## src/rtl/rf_scoreboard_pkg.sv

```systemverilog
// Shared register-file scoreboard constants, counter op encoding and op decode helper.
// Latency: n/a (types and constants only). Backpressure: n/a.
// Build option RF_SB_BYPASS_EN is consumed by rf_scoreboard, not here.
package rf_scoreboard_pkg;

    localparam int RF_ADDR_WD = 5;
    localparam int RF_NUM     = 32;
    localparam int SB_CNT_WD  = 2;

    typedef enum logic [1:0] {
        CNT_HOLD = 2'd0,
        CNT_INC  = 2'd1,
        CNT_DEC  = 2'd2,
        CNT_CLR  = 2'd3
    } cnt_op_e;

    // Clear dominates; a simultaneous increment and decrement cancel out.
    function automatic cnt_op_e sb_op(input logic clr, input logic inc, input logic dec);
        cnt_op_e op;
        if (clr)
            op = CNT_CLR;
        else if (inc && !dec)
            op = CNT_INC;
        else if (dec && !inc)
            op = CNT_DEC;
        else
            op = CNT_HOLD;
        return op;
    endfunction

endpackage

```

## src/rtl/rf_scoreboard_sb_counter.sv

```systemverilog
// One saturating up/down in-flight write counter for a single architectural register.
// Latency: count updates at the next clock edge; nz/full/err are combinational views.
// Backpressure: none; full is fed back so the issuer can hold off further increments.
module sb_counter
    import rf_scoreboard_pkg::*;
#(
    parameter int CNT_W = SB_CNT_WD
) (
    input  logic             clk,
    input  logic             rst,
    input  logic             inc,
    input  logic             dec,
    input  logic             clr,
    output logic [CNT_W-1:0] cnt,
    output logic             nz,
    output logic             full,
    output logic             err
);

    localparam logic [CNT_W-1:0] MAX_CNT = {CNT_W{1'b1}};

    cnt_op_e op;

    assign op   = sb_op(clr, inc, dec);
    assign nz   = |cnt;
    assign full = (cnt == MAX_CNT);
    // Overflowing a full counter or underflowing an empty one is a bound violation.
    assign err  = ((op == CNT_INC) && full) || ((op == CNT_DEC) && !nz);

    always_ff @(posedge clk or posedge rst) begin
        if (rst) begin
            cnt <= '0;
        end else begin
            case (op)
                CNT_CLR: cnt <= '0;
                CNT_INC: if (!full) cnt <= cnt + 1'b1;
                CNT_DEC: if (nz)    cnt <= cnt - 1'b1;
                default: cnt <= cnt;
            endcase
        end
    end

endmodule

```

## src/rtl/rf_scoreboard.sv

```systemverilog
// Register-file scoreboard: per-register in-flight write counters, combinational ID stall.
// Latency: stall is same-cycle from ID fields; counters and busy_vec update one edge after the event.
// Backpressure: id_stall holds ID on RAW hazards or a full counter. Option RF_SB_BYPASS_EN releases on the commit cycle.
module rf_scoreboard
    import rf_scoreboard_pkg::*;
#(
    parameter int CNT_W = SB_CNT_WD
) (
    input  logic                  clk,
    input  logic                  reset,
    input  logic                  id_issue,
    input  logic                  id_w_en,
    input  logic [RF_ADDR_WD-1:0] id_w_addr,
    input  logic [RF_ADDR_WD-1:0] id_rs,
    input  logic [RF_ADDR_WD-1:0] id_rt,
    input  logic                  id_rs_used,
    input  logic                  id_rt_used,
    input  logic                  wb_commit,
    input  logic [RF_ADDR_WD-1:0] wb_w_addr,
    input  logic                  flush,
    output logic                  id_stall,
    output logic [RF_NUM-1:0]     busy_vec,
    output logic                  err_ovf
);

    logic [RF_NUM-1:1] inc_vec;
    logic [RF_NUM-1:1] dec_vec;
    logic [RF_NUM-1:1] err_vec;
    logic [RF_NUM-1:0] nz_vec;
    logic [RF_NUM-1:0] full_vec;
    logic [RF_NUM-1:0] busy_rd;

    // $0 has no counter, so its entries are tied off and it never stalls.
    always_comb begin
        inc_vec = '0;
        dec_vec = '0;
        for (int i = 1; i < RF_NUM; i++) begin
            inc_vec[i] = id_issue && id_w_en && (id_w_addr == RF_ADDR_WD'(i));
            dec_vec[i] = wb_commit && (wb_w_addr == RF_ADDR_WD'(i));
        end
    end

    assign nz_vec[0]   = 1'b0;
    assign full_vec[0] = 1'b0;
    assign busy_vec[0] = 1'b0;

`ifdef RF_SB_BYPASS_EN
    logic [RF_NUM-1:0] byp_vec;
    assign byp_vec[0] = 1'b0;
`endif

    for (genvar i = 1; i < RF_NUM; i++) begin : g_reg
        logic [CNT_W-1:0] cnt;

        sb_counter #(
            .CNT_W (CNT_W)
        ) u_cnt (
            .clk  (clk),
            .rst  (reset),
            .inc  (inc_vec[i]),
            .dec  (dec_vec[i]),
            .clr  (flush),
            .cnt  (cnt),
            .nz   (nz_vec[i]),
            .full (full_vec[i]),
            .err  (err_vec[i])
        );

        assign busy_vec[i] = |cnt;
`ifdef RF_SB_BYPASS_EN
        // The last outstanding write lands this cycle and the RF writes through to the read port.
        assign byp_vec[i] = dec_vec[i] && (cnt == CNT_W'(1));
`endif
    end

`ifdef RF_SB_BYPASS_EN
    assign busy_rd = nz_vec & ~byp_vec;
`else
    assign busy_rd = nz_vec;
`endif

    assign id_stall = (id_rs_used && busy_rd[id_rs])
                    | (id_rt_used && busy_rd[id_rt])
                    | (id_w_en && full_vec[id_w_addr]);

    always_ff @(posedge clk or posedge reset) begin
        if (reset)
            err_ovf <= 1'b0;
        else if (|err_vec)
            err_ovf <= 1'b1;
    end

endmodule
```

## config.mk

```make
export PLATFORM = sky130hd
export DESIGN_NAME = rf_scoreboard
export DESIGN_NICKNAME = d
export VERILOG_FILES = /design/src/rtl/rf_scoreboard_pkg.sv /design/src/rtl/rf_scoreboard_sb_counter.sv /design/src/rtl/rf_scoreboard.sv
export SDC_FILE = /design/constraint.sdc
export NUM_CORES = 1
export LEC_CHECK = 0
export ABC_AREA = 1
export BUFFER_PORTS_ARGS = -buffer_cell sky130_fd_sc_hd__buf_2
export CORE_MARGIN = 4
export CORE_UTILIZATION = 40
export CTS_BUF_LIST = sky130_fd_sc_hd__clkbuf_16
export CTS_CLUSTER_DIAMETER = 40
export DETAILED_ROUTE_END_ITERATION = 8
export PLACE_DENSITY = 0.61
export SLEW_MARGIN = 15
export SYNTH_ARGS = -nofsm -noshare
export SYNTH_HDL_FRONTEND = slang
export SYNTH_HIERARCHICAL = 1
export SYNTH_SLANG_ARGS = --single-unit
```

## constraint.sdc

```tcl
create_clock -name clk -period 2.33 [get_ports clk]
set_clock_uncertainty 0.2 [all_clocks]
set_input_delay 0.3495 -clock clk [delete_from_list [all_inputs] [get_ports clk]]
set_output_delay 0.3495 -clock clk [all_outputs]
set_load 0.005 [all_outputs]
```

==> flow_summary_export.csv <==
group,metric,value,unit
timing,worst_pin_slew,831,ps
power,seq_power_share,0.268,
cells_and_area,syn2layout_area_growth,47.6,%
timing,max_slew_margin,0.446,
synth,ys_types,23,
synth,synth_compound_area_frac,0.0387,
timing,drv_slew,0,
die,die_w,153,um
worst_setup_path,cp_slowest_cell,"nor4_4",
worst_setup_path,crit_chain,"buf_6 -> nand2_4 -> nor2_4 -> inv_4 -> buf_4 -> nor2_4 -> inv_2 -> a21oi_2 -> inv_1 -> ha_2 -> nand2_2 -> nand2_2 -> nor4_4 -> buf_4 -> nand4_1 -> or2_4",
synth,netlist_instances,1419,
power,powerDensity,642,nW/um^2
synth,synth_top_cell_by_area,"nand2_1",
timing,setup_slack,-150,ps
power,ir_drop,403,uV
cells_and_area,fin_cells,2006,
worst_setup_path,path_class,"input pin to register",
power,p_int,0.00431,W
clock_network,cts_made_buffers,9,
synth,muxShareOfSynthArea,0,
grt,grt_max_degree,36,
timing,rsz0062_at_grt,"true",
clock_network,clock_latency,340,ps
power,pwr-share-comb,0.566,
worst_setup_path,critPathTopFamily,"simple AND/OR/NAND/NOR gates",
die,die_area,23400,sq um
power,switchingPower,0.00364,W
clock_network,ctsHoldBuffers,0,
die,initial_core_util,0.411,
placement,hpwl,20900,um
route,drc,0,
route,vias,9490,
synth,ys_ff_latch,63,
die,ios,62,
cells_and_area,fillCellCount,1953,
synth,yosys.area_share.simple,0.487,
worst_setup_path,crit_required,2360,ps
cells_and_area,final-seq-area,1620,sq um
die,fp-row-count,52,
route,via_per_inst,4.73,
synth,synth_nets,1540,
route,drtIter0Drc,470,
route,wl_per_cell,13.4,um
power,clockPowerShare,0.166,
timing,finalSetupTns,-180,ps
placement,dpl_worst_slack,-1050,ps
cells_and_area,nNetsFinal,1854,
worst_setup_path,start_kind,"input pin",
grt,grt_usage,0.223,
cells_and_area,multiInputGateArea,6600,sq um
synth,synthTopCellsByArea,"nand2_1 (20%), dfrtp_1 (19%), ha_1 (14%)",
timing,hold_slack,-2.20,ps
placement,place_congestion,0.969,
synth,synth_top_family_by_area,"simple AND/OR/NAND/NOR gates",
clock_network,root_buffer,"clkbuf_16",
timing,timing.final.crit_share,1.06,
flow_run,maxCapViolCount,0,
die,dieHeight,153,um
die,core,20400,sq um
clock_network,cts_tree,"built",
synth,ys_seq_area_frac,0.188,
synth,synth_top_area_frac,0.198,
grt,overflow,0,
grt,grt_pass1_wl,42800,um
power,p_leak,7.11,nW
synth,ys_warn_count,6,
route,ant_nets,0,
synth,synth-xor-area-share,0,
power,p_sw_frac,0.458,
clock_network,clock_path_buffers,2,
route,dr.pass1.iters,5,
cells_and_area,diodes,0,
timing,finalHoldViolations,1,
worst_setup_path,crit_fanout,6,
synth,synth_area,8400,sq um
clock_network,path_clk_slew,60,ps
clock_network,htreeDepth,3,
clock_network,cts_num_sinks,63,
timing,fmax,0.403,GHz
placement,placed_cells,1932,
placement,port_buffers,60,
timing,setup_viol,2,
timing,period_needed,2480,ps
hold_path,hold_class,"input pin to async pin",
grt,grt_pass1_vias,9049,
run_status,status,"finished, violations left",
run_status,violations,"negative hold slack, negative setup slack",
route,wirelength,26800,um
worst_setup_path,worstPathArrival,2510,ps
grt,antenna_found_initial,0,
cells_and_area,drive_gt1_frac,0.441,
worst_setup_path,endpoint_kind,"register",
worst_setup_path,cp.buffers_inverters,6,
synth,yosys.area_share.adder,0.139,
worst_setup_path,cp_slowest_stage_delay,300,ps
synth,avgSynthCellArea,5.92,sq um
[stage by stage]
| step | util | hold slack, ps | cell area [sq um] | power, W |
|---|---|---|---|---|
| finish | 0.607 | -2.20 | 12400 | 0.00795 |
| global route | 0.607 | 48.9 | 12400 | 0.00865 |
| CTS | 0.571 | 25.6 | 11700 | 0.00756 |
| detailed placement | 0.522 | 351 | 10700 | 0.00590 |
| global placement | 0.522 | 352 | 10700 | 0.00582 |
| floorplan | - | -122 | 8630 | 0.00438 |
[worst reg2reg max path: stages (launching register included)]
cell and delay (ps):
dfrtp_2 430, buf_12 140, nand3_1 110, nand2_2 90, nor4_4 280, buf_4 150
nand4_1 170, or2_4 280
[path summary, 6_finish.rpt]
check | startpoint | endpoint | slack (ps) | cells past startpoint
setup / recovery | id_issue | err_ovf | -150 | 16
hold / removal | reset | err_ovf | -2 | 2
setup reg to reg | g_reg[15].u_cnt/cnt[1] | err_ovf | 380 | 7
hold reg to reg | g_reg[3].u_cnt/cnt[1] | g_reg[3].u_cnt/cnt[1] | 350 | 2
max in group asynchronous | reset | g_reg[2].u_cnt/cnt[1] | 1720 | 2
min in group clk | g_reg[3].u_cnt/cnt[1] | g_reg[3].u_cnt/cnt[1] | 350 | 2
[layout by cell type, fill, tap and decap left out, types with 29 or more instances in the layout]
master    synthesis  layout
nand2_1         443     400
nand3_2          31      50
nand3b_1         31      31
inv_1           295     259
dfrtp_2           0      33
buf_4             5     245
o21ai_0          31      31
inv_2             4      29
nor2_4            0      47
ha_1             93      64
buf_2             4      47
nand2_2          31      61
or2_2            33      31
nor2_1          141      72
nand3_1          93      74
dfrtp_1          63      30
nor2_2           64      86
[state kept, by name, summed over array words and instances (netlist names)]
register     cells
err_ovf          1
g.u_cnt/cnt     62
[layout make-up]
type	count	share of cell area
Clock inverter	5	0.00414
Tap cell	270	0.0273
Sequential cell	63	0.131
Clock buffer	9	0.0182
Inverter	300	0.0932
Multi-Input combinational cell	1041	0.532
Timing Repair Buffer	318	0.195
[repair_timing]
action,CTS,global route
setup endpoints to repair,2,2
gates resized for setup,148,172
pin swaps,58,77
setup buffers,36,25
hold endpoints to repair,0,0
[metal layers]
layer	up-vias	GRT usage	part of all wire
li1	4893	-	-
met1	4351	0.276	0.44
met2	189	0.389	0.48
met3	57	0.0336	0.040
met4	0	0.0933	0.043
met5	-	0	0
[synth_stat cells (all sizes together)]
cell type	count
nor2	205
nand3	124
or2	33
nor3	4
buf	13
dfrtp	63
nor4	9
ha	93
nand2	474
conb	1
nand3b	31
clkbuf	2
a21oi	34
o21ai	31
clkinv	1
inv	299
nand4	2
[power groups by stage]
stage / logic (W) / clock network, W / registers, W
6_report: 0.00450 / 0.00132 / 0.00213
5_1_grt: 0.00501 / 0.00141 / 0.00222
4_1_cts: 0.00417 / 0.00136 / 0.00204
3_5_place_dp: 0.00386 / 0 / 0.00204
3_3_place_gp: 0.00380 / 0 / 0.00202
2_1_floorplan: 0.00249 / 0 / 0.00189
[cells by family (layout without fill, tap and decap cells)]
group | count (synthesis) | after routing
AOI/OAI and AO/OA | 65 | 65
adders and majority gates | 93 | 93
buffers and inverters | 315 | 632
DFF | 63 | 63
other | 1 | 1
and+or+nand+nor | 882 | 882
Note: power is estimated with default switching activity, not from simulation.
